File: src/rtl/pattern_scan_pkg.sv
// Shared types and constants for the word-level pattern scan controller.
// The PATTERN_SCAN_CNT_EN macro adds per-word match counters to the detector.
package pattern_scan_pkg;

  typedef enum logic [1:0] {
    IDLE   = 2'd0,
    SHIFT  = 2'd1,
    REPORT = 2'd2
  } state_t;

  localparam logic [2:0] PAT_111 = 3'b111;
  localparam logic [2:0] PAT_001 = 3'b001;

  localparam int FLAG_111 = 0;
  localparam int FLAG_001 = 1;

  localparam logic [1:0] FILL_FULL = 2'd2;

endpackage

File: src/rtl/pattern_detector.sv
// Serial Mealy detector for "111" and "001" with sticky flags and a history fill counter.
// Define PATTERN_SCAN_CNT_EN to keep per-word occurrence counters; otherwise counts are tied to 0.
module pattern_detector
  import pattern_scan_pkg::*;
#(
  parameter int CNT_W = 4
) (
  input  logic             clock,
  input  logic             reset_n,
  input  logic             clr,
  input  logic             en,
  input  logic             bit_in,
  output logic [1:0]       flags,
  output logic [1:0]       flags_nxt,
  output logic [CNT_W-1:0] cnt111_nxt,
  output logic [CNT_W-1:0] cnt001_nxt
);

  logic [1:0] hist;
  logic [1:0] fill;
  logic [2:0] win;
  logic       qual;
  logic       hit111;
  logic       hit001;

  // Only windows made entirely of this word's bits may match, so the cleared
  // zero history can never fake a "001" at bit index 0 or 1.
  always_comb begin
    win                 = {hist, bit_in};
    qual                = (fill == FILL_FULL);
    hit111              = en & qual & (win == PAT_111);
    hit001              = en & qual & (win == PAT_001);
    flags_nxt           = flags;
    flags_nxt[FLAG_111] = flags[FLAG_111] | hit111;
    flags_nxt[FLAG_001] = flags[FLAG_001] | hit001;
  end

  always_ff @(posedge clock or negedge reset_n) begin
    if (!reset_n) begin
      hist  <= 2'b00;
      fill  <= 2'd0;
      flags <= 2'b00;
    end else if (clr) begin
      hist  <= 2'b00;
      fill  <= 2'd0;
      flags <= 2'b00;
    end else if (en) begin
      hist  <= {hist[0], bit_in};
      fill  <= qual ? fill : fill + 2'd1;
      flags <= flags_nxt;
    end
  end

`ifdef PATTERN_SCAN_CNT_EN
  logic [CNT_W-1:0] cnt111;
  logic [CNT_W-1:0] cnt001;

  // Overlapping matches each count; at most WIDTH-2 per word, so no saturation.
  always_comb begin
    cnt111_nxt = cnt111 + CNT_W'(hit111);
    cnt001_nxt = cnt001 + CNT_W'(hit001);
  end

  always_ff @(posedge clock or negedge reset_n) begin
    if (!reset_n) begin
      cnt111 <= '0;
      cnt001 <= '0;
    end else if (clr) begin
      cnt111 <= '0;
      cnt001 <= '0;
    end else if (en) begin
      cnt111 <= cnt111_nxt;
      cnt001 <= cnt001_nxt;
    end
  end
`else
  assign cnt111_nxt = '0;
  assign cnt001_nxt = '0;
`endif

endmodule

File: src/rtl/pattern_scan_ctrl.sv
// Word-level controller: accepts a word, feeds it MSB first into pattern_detector, reports the result.
// Counter outputs are live only when PATTERN_SCAN_CNT_EN is defined; otherwise they stay 0.
//
// state  | meaning
// IDLE   | in_ready=1, waiting for a word
// SHIFT  | one bit per cycle into the detector, WIDTH cycles
// REPORT | out_valid=1, results held until out_ready
module pattern_scan_ctrl
  import pattern_scan_pkg::*;
#(
  parameter int WIDTH = 8,
  parameter int CNT_W = $clog2(WIDTH) + 1
) (
  input  logic             clock,
  input  logic             reset_n,
  input  logic             in_valid,
  output logic             in_ready,
  input  logic [WIDTH-1:0] in_data,
  output logic             out_valid,
  input  logic             out_ready,
  output logic [1:0]       out_flags,
  output logic [CNT_W-1:0] out_cnt111,
  output logic [CNT_W-1:0] out_cnt001
);

  localparam int IDX_W = $clog2(WIDTH);
  localparam logic [IDX_W-1:0] IDX_LAST = IDX_W'(WIDTH - 1);

  state_t           state;
  logic [WIDTH-1:0] sr;
  logic [IDX_W-1:0] idx;

  logic             det_clr;
  logic             det_en;
  logic [1:0]       det_flags;
  logic [1:0]       det_flags_nxt;
  logic [CNT_W-1:0] det_cnt111_nxt;
  logic [CNT_W-1:0] det_cnt001_nxt;

  assign det_clr = (state == IDLE) && in_valid;
  assign det_en  = (state == SHIFT);

  pattern_detector #(
    .CNT_W (CNT_W)
  ) u_det (
    .clock      (clock),
    .reset_n    (reset_n),
    .clr        (det_clr),
    .en         (det_en),
    .bit_in     (sr[WIDTH-1]),
    .flags      (det_flags),
    .flags_nxt  (det_flags_nxt),
    .cnt111_nxt (det_cnt111_nxt),
    .cnt001_nxt (det_cnt001_nxt)
  );

  // Result registers capture the detector's post-last-bit values, so they hold
  // through the next word's clear until the next REPORT.
  always_ff @(posedge clock or negedge reset_n) begin
    if (!reset_n) begin
      state      <= IDLE;
      sr         <= '0;
      idx        <= '0;
      in_ready   <= 1'b1;
      out_valid  <= 1'b0;
      out_flags  <= 2'b00;
      out_cnt111 <= '0;
      out_cnt001 <= '0;
    end else begin
      case (state)
        IDLE: begin
          if (in_valid) begin
            sr       <= in_data;
            idx      <= '0;
            in_ready <= 1'b0;
            state    <= SHIFT;
          end
        end
        SHIFT: begin
          sr  <= {sr[WIDTH-2:0], 1'b0};
          idx <= idx + 1'b1;
          if (idx == IDX_LAST) begin
            out_flags  <= det_flags_nxt;
            out_cnt111 <= det_cnt111_nxt;
            out_cnt001 <= det_cnt001_nxt;
            out_valid  <= 1'b1;
            state      <= REPORT;
          end
        end
        REPORT: begin
          if (out_ready) begin
            out_valid <= 1'b0;
            in_ready  <= 1'b1;
            state     <= IDLE;
          end
        end
        default: begin
          out_valid <= 1'b0;
          in_ready  <= 1'b1;
          state     <= IDLE;
        end
      endcase
    end
  end

  logic unused_det_flags;
  assign unused_det_flags = ^det_flags;

endmodule

File: config.mk
export PLATFORM = sky130hd
export DESIGN_NAME = pattern_scan_ctrl
export DESIGN_NICKNAME = d
export VERILOG_FILES = /design/src/rtl/pattern_scan_pkg.sv /design/src/rtl/pattern_detector.sv /design/src/rtl/pattern_scan_ctrl.sv
export SDC_FILE = /design/constraint.sdc
export NUM_CORES = 1
export LEC_CHECK = 0
export BUFFER_PORTS_ARGS = -buffer_cell sky130_fd_sc_hd__buf_2
export CORE_MARGIN = 5
export CORE_UTILIZATION = 40
export CTS_CLUSTER_SIZE = 10
export DETAILED_ROUTE_END_ITERATION = 7
export GPL_TIMING_DRIVEN = 0
export PLACE_DENSITY = 0.64
export SYNTH_ARGS = -nofsm -noshare
export SYNTH_HDL_FRONTEND = slang
export SYNTH_HIERARCHICAL = 1
export SYNTH_SLANG_ARGS = --single-unit
File: constraint.sdc
create_clock -name clock -period 3.1 [get_ports clock]
set_input_delay 0 -clock clock [delete_from_list [all_inputs] [get_ports clock]]
set_output_delay 0 -clock clock [all_outputs]
set_load 0.005 [all_outputs]
## Yosys cells after proc, flatten, opt, wreduce, memory -nomap -nowiden

Cells that the tools add are included.

- $add $sub $neg: 2
- Multiply operators: 0
- Divide/modulo/power cells: 0
- Order comparisons: 0
- Equal/unequal tests: 10
- Shift-type cells: 0
- Mux-type cells: 21
- Bitwise gates (word level): 7
- Reductions and logical operators: 10

Operators by type and width:

| kind | number |
|---|---|
| two-way mux 2 bit | 10 |
| one-hot mux 8 bit (2 select lines) | 1 |
| AND reduction 3 bit | 3 |
| two-way mux 8 bit | 1 |
| != test 2 bit, second input constant | 4 |
| equality test 3 bit, second input constant | 2 |
| one-hot mux 1 bit (3 select lines) | 2 |
| one-hot mux 2 bit (3 select lines) | 1 |
| one-hot mux 3 bit (2 select lines) | 1 |
| AND reduction 2 bit | 3 |
| equality test 2 bit, second input constant | 2 |
| two-way mux 1 bit | 4 |
| nonzero test 2 bit | 2 |
| adder 3 x 1 -> 3 bit, second input constant | 1 |
| bitwise AND 1 bit | 3 |
| equality test 3 x 1 -> 1 bit, second input constant | 1 |
| two-way mux 3 bit | 1 |
| adder 2 x 1 -> 2 bit, second input constant | 1 |
| equality test 2 x 1 -> 1 bit, second input constant | 1 |
| logical NOT 2 bit | 1 |
| inverter 1 bit | 2 |
| bitwise OR 1 bit | 2 |
| logical AND 1 bit | 1 |

- Register bits: 23
- Bits in latches: 0
- Bits in writable memories: 0
- Bits in read-only memories: 0
- Input bits: 12
- Output and inout bits: 12
- Word-level logic and storage cells: 59
- Memories: 0

## Longest topological paths before layout

Gate-level depths: netlist of the first run.

- Depth after elaboration: 6
- Mapped depth: 6
- Depth with buffers taken out: 5

## Hierarchy

The synthesis of the first run kept the hierarchy.

By module, submodules not included:

| module | instances | cells an instance | area an instance (µm²) | sequential area each (µm²) |
|---|---|---|---|---|
| pattern_scan_ctrl | 1 | 89 | 1104.8 | 626.9 |
| pattern_detector | 1 | 34 | 341.6 | 150.1 |

## Least setup slack after synthesis of the first run

OpenSTA, ideal clock, no wires.

- Path type: reg2reg
- Start point: reg state[1]
- End point: reg out_flags[0]
- Setup time: 0.125 ns
- Arrival time: 1.335 ns
- Required time: 2.975 ns
- Slack: 1.640 ns
- Cell stages (with the launch flop): 7
- Buffers on the path: 1
- Period minus slack after synthesis: 1.460 ns
- Path through: dfrtp_1 -> nand2b_1 -> buf_6 -> inv_8 -> and3_1 -> a31o_1 -> mux2_4

- Word-level cells in the longest chain between the ends: 4
- Elaborated cells on any way between the ends: 5
- Classes of those cells: 1 x eq/ne; 3 x bitwise; 1 x reduce/logical

RTL lines:

| item | RTL line | text |
|---|---|---|
| from (decl) | pattern_scan_ctrl.sv:29 | `state_t state;` |
| from (signal assigned) | pattern_scan_ctrl.sv:61 | `state <= IDLE;` |
| from (signal assigned) | pattern_scan_ctrl.sv:76 | `state <= SHIFT;` |
| from (signal assigned) | pattern_scan_ctrl.sv:87 | `state <= REPORT;` |
| equality test 2 x 1 -> 1 bit | pattern_scan_ctrl.sv:41 | `assign det_en = (state == SHIFT);` |
| named net det_en | pattern_scan_ctrl.sv:34 | `logic det_en;` |
| bitwise AND 1 bit (2 in series) | pattern_detector.sv:31 | `hit111 = en & qual & (win == PAT_111);` |
| bitwise OR 1 bit | pattern_detector.sv:34 | `flags_nxt[FLAG_111] = flags[FLAG_111] \| hit111;` |
| named net det_flags_nxt[0] | pattern_scan_ctrl.sv:36 | `logic [1:0] det_flags_nxt;` |
| to (signal assigned) | pattern_scan_ctrl.sv:83 | `out_flags <= det_flags_nxt;` |
| to (decl) | pattern_scan_ctrl.sv:21 | `output logic [1:0] out_flags,` |

The timed path passes the listed nets, and every way through them passes these cells.
A chain may end at the register's enable or synchronous reset.

## Worst setup path in the final report of the first run

Ends and elaborated chain as after synthesis.

==> impl_metrics.csv, run 1 <==
group,metric,value,unit
setup_path,crit_start,"state[1]",
clock_network,cts_sinks,31,
setup_path,worst_setup_path_end_kind,"flip-flop",
sta,fin_crit_sh,0.531,
finish,syn2layout_area_growth,24.4,%
clock_network,clk_latency,330,ps
clock_network,clk_pin_slew_worst_paths,100,ps
sta,rsz0062_at_grt,"no",
logic_synthesis,synth_area_leaders,"dfrtp_1 (52%), mux2_4 (9.3%), o22ai_1 (5.2%), a21oi_1 (4.2%), buf_4 (4.2%)",
sta,setup_tns,0,ps
clock_network,cts_setup_buffers,0,
setup_path,path_delay_family,"flip-flops",
logic_synthesis,ys_types,29,
drt,via_count,1041,
logic_synthesis,synth_top_area_share,0.519,
logic_synthesis,synth_area,0.00145,mm2
setup_path,cp.depth,6,
grt,grt_pass1_vias,1163,
drt,drt-total-wl,2.91,mm
drt,viasPerCell,4.84,
sta,min_period,1650,ps
setup_path,worst-path-buf-inv,2,
floorplan,io_pins,24,
clock_network,tritoncts,"yes",
floorplan,fp.dieW,70.1,um
grt,antenna_found_initial,0,
grt,grt_usage,0.137,
logic_synthesis,synth_top_area_cell,"dfrtp_1",
logic_synthesis,yosysWarningCount,6,
logic_synthesis,synth_commonest_cells,"dfrtp_1 (30), a21oi_1 (12), o22ai_1 (12)",
finish,post-route-util,0.527,
floorplan,dieHeight,70.1,um
outcome,outcome,"completed",
logic_synthesis,ys_seq_elements,31,
run,maxCapViolCount,0,
min_path,worstHoldPathType,"in2reg",
drt,drc,0,
setup_path,reg2reg_depth,6,
sta,setup_viol,0,
setup_path,crit_path_cell_trace,"nand2b_1, buf_6, inv_8, and3_1, a31o_1, mux2_4",
finish,multi_input_area,571,um2
finish,final.fill_count,314,
setup_path,crit_path_top_delay_cell,"dfrtp_1",
setup_path,crit_fanout,9,
clock_network,cts.path.max_buffers,2,
logic_synthesis,synthArstFlopShare,1.00,
floorplan,rows,21,
clock_network,cts_buffers,5,
placed_design,portBuffers,22,
placed_design,place_area,0.00164,mm2
power_and_ir_drop,p_per_area,933,mW/mm2
power_and_ir_drop,p_leak,0.000904,uW
sta,fin_skew,7.60,ps
setup_path,r2r-start,"state[1]",
setup_path,cp_data_arrival_time,1870,ps
sta,clock.fmax,607,MHz
finish,fin_area,0.00180,mm2
setup_path,r2r_end,"out_flags[0]",
drt,drt_iter0_markers,32,
sta,finalHoldViolCount,0,
sta,worst_pin_slew,691,ps
finish,seq_area,777,um2
logic_synthesis,yosysMostFrequentCell,"dfrtp_1",
clock_network,h-tree-depth,2,
floorplan,die_area,0.00492,mm2
placed_design,place.gp.congestion,0.798,
grt,grt_max_degree,32,
sta,slew_violations,0,
logic_synthesis,syn-mean-instance-area,11.8,um2
setup_path,cp.required,3320,ps
setup_path,critPathKind,"reg2reg",
setup_path,r2r_slack,1450,ps
floorplan,core-area,0.00342,mm2
min_path,min_path_cells,4,
power_and_ir_drop,peakVddDrop,419,uV
clock_network,cts_root_buffer,"clkbuf_4",
logic_synthesis,synthCells,123,
finish,fin_nets,183,
drt,drt-wirelength-per-cell,13.5,um
logic_synthesis,synthFlopType,"dfrtp_1",
min_path,hp-start,"in_data[1]",
logic_synthesis,yosysSeqAreaShare,0.537,
grt,grt_pass1_wl,5.35,mm
setup_path,startpoint_type,"flip-flop",
logic_synthesis,synth_enable_flop_cells,0,
min_path,whs_endpoint,"sr[1]",
finish,layout-drive-gt1-share,0.320,
drt,ant_nets,0,
placed_design,dp_hpwl,1.98,mm
finish,n_antenna_cell,0,
floorplan,start_util,0.423,
setup_path,slowest_delay,470,ps
drt,dr.pass1.iters,4,
sta,relSlewSlack,0.540,
grt,gr-total-overflow,0,
[layer usage]
layer	track usage	vias to the layer above	share of wire	wire, um
met1	0.156	502	0.43	1260
met2	0.230	24	0.51	1470
met4	0.0574	0	0.014	42
met3	0.0516	5	0.047	136
li1	-	510	-	-
met5	0	-	0	0
[registers in the layout, indices dropped and copies added, names as in the netlist]
signal       flops
sr               8
out_cnt001       4
out_cnt111       4
idx              3
out_flags        2
state            2
u_det/fill       2
u_det/flags      2
u_det/hist       2
in_ready         1
out_valid        1
[area by class of cell]
type / count / share of cell area
Buffer: 13 / 0.0529
Clock buffer: 8 / 0.0382
Inverter: 6 / 0.0167
Multi-Input combinational cell: 80 / 0.317
Sequential cell: 31 / 0.432
Timing Repair Buffer: 31 / 0.111
Tap cell: 46 / 0.0320
[worst register-to-register path, cell delays in order (launching register included)]
cell and delay, ps:
dfrtp_1 470, nand2b_1 160, buf_6 160, inv_8 60, and3_1 170, a31o_1 240
mux2_4 270
[worst max path at each step]
stage                    to  slack, ps
2_1_floorplan  out_flags[0]       1640
3_3_place_gp   out_flags[0]       1520
3_5_place_dp   out_flags[0]       1510
4_1_cts        out_flags[0]       1480
5_1_grt        out_flags[0]       1380
6_report       out_flags[0]       1450
[kinds of logic (layout without fill, tap and decap cells)]
kind of cell,count (synthesis),in the layout,synth area share
buffers and inverters,19,58,0.0865
AND/OR/NAND/NOR,20,20,0.0813
multiplexers,12,12,0.115
other,1,8,0.00259
flip-flops,31,31,0.537
AO/OA/AOI/OAI,37,37,0.151
adder cells (fa/ha/maj),3,3,0.0260
[timing repair]
item	in CTS	in global routing
setup endpoints to repair	0	0
hold buffers	9	0
endpoints found under the hold margin	40	0
gates resized for setup	0	0
[through the flow]
stage               std cells  power, uW  hold WS, ps  worst slack [ps]
global placement          198       1370         72.4              1520
finish                    215       1680         78.2              1450
floorplan                 130       1210         -296              1640
global route              215       1830          114              1380
detailed placement        198       1420         93.7              1510
CTS                       215       1700         60.6              1480
[layout by cell type (no fill, tap or decap), types with 3 or more instances in the layout]
master          n
clkbuf_1        3
clkbuf_4        5
inv_1           5
dfrtp_1        30
nor2_1          8
conb_1          8
ha_1            3
nand2b_1        4
mux2_4          9
o21ai_0         7
dlygate4sd3_1   9
buf_4           8
buf_2          23
a21oi_1        12
o22ai_1        12
[where the power goes]
group / internal, uW / switching, uW / total (uW)
combinational: 371 / 315 / 686
sequential: 602 / 121 / 723
clock: 133 / 136 / 269
total: 1110 / 572 / 1680
Note: power is estimated with default switching activity, not from simulation.
==> inputs of run 2 (changes only) <==
==> constraint.sdc (replaced) <==
create_clock -name clock -period 1.56 [get_ports clock]
set_input_delay 0 -clock clock [delete_from_list [all_inputs] [get_ports clock]]
set_output_delay 0 -clock clock [all_outputs]
set_load 0.005 [all_outputs]
==> run 2 against run 1 <==
Clock power up 100%. Via count increased by 3.6%. Core utilization up 1.6 points. Worst hold slack got worse by 3.9 ps. Fmax up 8.6%. Design area is 3.1% higher. Sequential share of layout area is 1.2 points lower. Worst setup slack worse by 1400 ps. Non-clock buffer count increased by 5. Die area unchanged. Wire length rose by 3.4%. Clock skew is 2.7 ps higher. Largest power group is now combinational logic.
==> impl_metrics.csv, run 2 (synthesis gave the netlist of run 1 again) <==
group,metric,value,unit
outcome,outcome,"completed",
clock_network,cts_root_buffer,"clkbuf_4",
grt,grt_util_met1,0.155,
grt,grt_usage,0.137,
finish,n_antenna_cell,0,
setup_path,crit_path_top_delay_cell,"dfrtp_2",
power_and_ir_drop,p_leak,0.000933,uW
drt,drt-total-wl,3.01,mm
finish,final.fill_count,311,
floorplan,dieHeight,70.1,um
sta,clock.fmax,660,MHz
sta,slew_violations,0,
clock_network,cts.path.max_buffers,2,
power_and_ir_drop,combPwrFrac,0.426,
setup_path,cp_data_arrival_time,1740,ps
sta,finalHoldViolCount,0,
clock_network,clk_pin_slew_worst_paths,100,ps
finish,largest_reg_flops,8,
power_and_ir_drop,seqPwrFrac,0.418,
drt,dr.pass1.iters,4,
clock_network,cts_buffers,5,
sta,setup_viol,0,
power_and_ir_drop,fin_total_pwr,3440,uW
grt,grt_max_degree,32,
placed_design,place.gp.congestion,0.798,
finish,layout-drive-gt1-share,0.368,
drt,via_count,1078,
floorplan,fp.dieW,70.1,um
setup_path,startpoint_type,"flip-flop",
power_and_ir_drop,internal-power,2280,uW
drt,viasPerCell,4.90,
grt,gr-total-overflow,0,
finish,syn2layout_area_growth,28.3,%
sta,worst_pin_slew,700,ps
finish,final_common_cell,"dfrtp_1",
setup_path,path_delay_family,"flip-flops",
sta,hold_ws,74.4,ps
setup_path,worst_setup_path_end_kind,"flip-flop",
finish,seq_area,778,um2
placed_design,dp_hpwl,1.98,mm
placed_design,portBuffers,22,
setup_path,crit_fanout,8,
floorplan,start_util,0.423,
setup_path,cp.required,1780,ps
min_path,worstHoldPathType,"in2reg",
finish,finalNonFillerCells,220,
finish,mostFrequentLayoutCells,"dfrtp_1 (29), buf_2 (23), buf_4 (13)",
finish,multi_input_area,583,um2
finish,largest-register,"sr",
grt,antenna_found_initial,0,
finish,fin_nets,188,
drt,drc,0,
floorplan,core-area,0.00342,mm2
setup_path,reg2reg_depth,6,
drt,drt_iter0_markers,37,
clock_network,cts_sinks,31,
power_and_ir_drop,p_per_area,1860,mW/mm2
finish,reg.largest.list,"sr (8), out_cnt001 (4), out_cnt111 (4)",
sta,relSlewSlack,0.533,
run,maxCapViolCount,0,
grt,busiest_layer,"met2",
setup_path,slowest_delay,410,ps
min_path,min_path_cells,4,
sta,min_period,1520,ps
drt,ant_nets,0,
setup_path,cp.depth,6,
power_and_ir_drop,peakVddDrop,844,uV
clock_network,h-tree-depth,2,
floorplan,rows,21,
grt,grt_pass1_wl,5.36,mm
setup_path,critPathKind,"reg2reg",
clock_network,clk_latency,330,ps
setup_path,crit_path_cell_trace,"nand2b_4, buf_6, inv_8, and3_1, a31o_1, mux2_4",
power_and_ir_drop,switching_power,1160,uW
floorplan,die_area,0.00492,mm2
floorplan,io_pins,24,
drt,drt-wirelength-per-cell,13.7,um
sta,fin_crit_sh,0.972,
grt,grt_use_met2,0.232,
grt,use_met3,0.0516,
power_and_ir_drop,switching_share,0.338,
sta,fin_skew,10.3,ps
power_and_ir_drop,power_frac_clock,0.156,
placed_design,placed_cells,198,
clock_network,tritoncts,"yes",
grt,grt_pass1_vias,1169,
setup_path,worst-path-buf-inv,2,
-- run 2: changes by cell type in the layout (fill, tap and decap cells not counted) --
cell,delta
nor2_2,+1
dfrtp_2,+1
dfrtp_1,-1
buf_8,+1
clkbuf_2,+1
buf_6,-1
ha_1,-1
buf_4,+5
nand2b_4,+1
nor2_1,-1
clkbuf_1,-1
nand2b_1,-1
ha_2,+1
-- run 2: power by group through the flow --
stage,logic [uW],registers (uW),clock network (uW)
after global placement,1300,1430,0
final,1470,1440,539
after floorplan,983,1420,0
after global routing,1670,1490,583
after CTS,1400,1440,560
after detailed placement,1360,1460,0
-- run 2: worst paths after layout --
| path | startpoint | end | slack, ps |
|---|---|---|---|
| max reg2reg | state[1] | out_flags[0] | 40 |
| min | in_data[1] | sr[1] | 70 |
| min in group asynchronous | reset_n | sr[0] | 250 |
| min reg2reg | idx[0] | idx[0] | 510 |
| max | state[1] | out_flags[0] | 40 |
| max in group asynchronous | reset_n | state[1] | 830 |
-- run 2: stage by stage --
stage | setup WS, ps | setup TNS (ps) | area [um2] | util
finish | 43.8 | 0 | 1860 | 0.543
global route | -5.06 | -8.58 | 1860 | 0.543
CTS | 22.9 | 0 | 1810 | 0.529
detailed placement | -33.9 | -33.9 | 1640 | 0.480
global placement | -21.6 | -21.6 | 1640 | 0.480
floorplan | 99.9 | 0 | 1470 | -
-- run 2: worst register-to-register path, stage by stage (launching register included) --
cell	delay [ps]
dfrtp_2	410
nand2b_4	130
buf_6	140
inv_8	60
and3_1	170
a31o_1	240
mux2_4	260
-- run 2: metal layers --
layer	part of all wire	up-vias	routed length, um
met5	0	-	0
met4	0.015	0	44
met3	0.049	5	146
met2	0.50	28	1520
met1	0.43	524	1300
li1	-	521	-
-- run 2: final cells by class --
cell class                 instances  share of cell area
sequential                        31               0.419
multi-input combinational         80               0.314
timing repair buffer              36               0.128
buffer                            13              0.0539
clock buffer                       8              0.0371
tap                               46              0.0310
inverter                           6              0.0162
-- run 2: repair_timing --
action,4_1_cts,5_1_grt
setup endpoints to repair,1,8
hold endpoints to repair,40,0
hold buffers,9,0
gates resized for setup,1,6
pin swaps,0,0
setup buffers,1,4
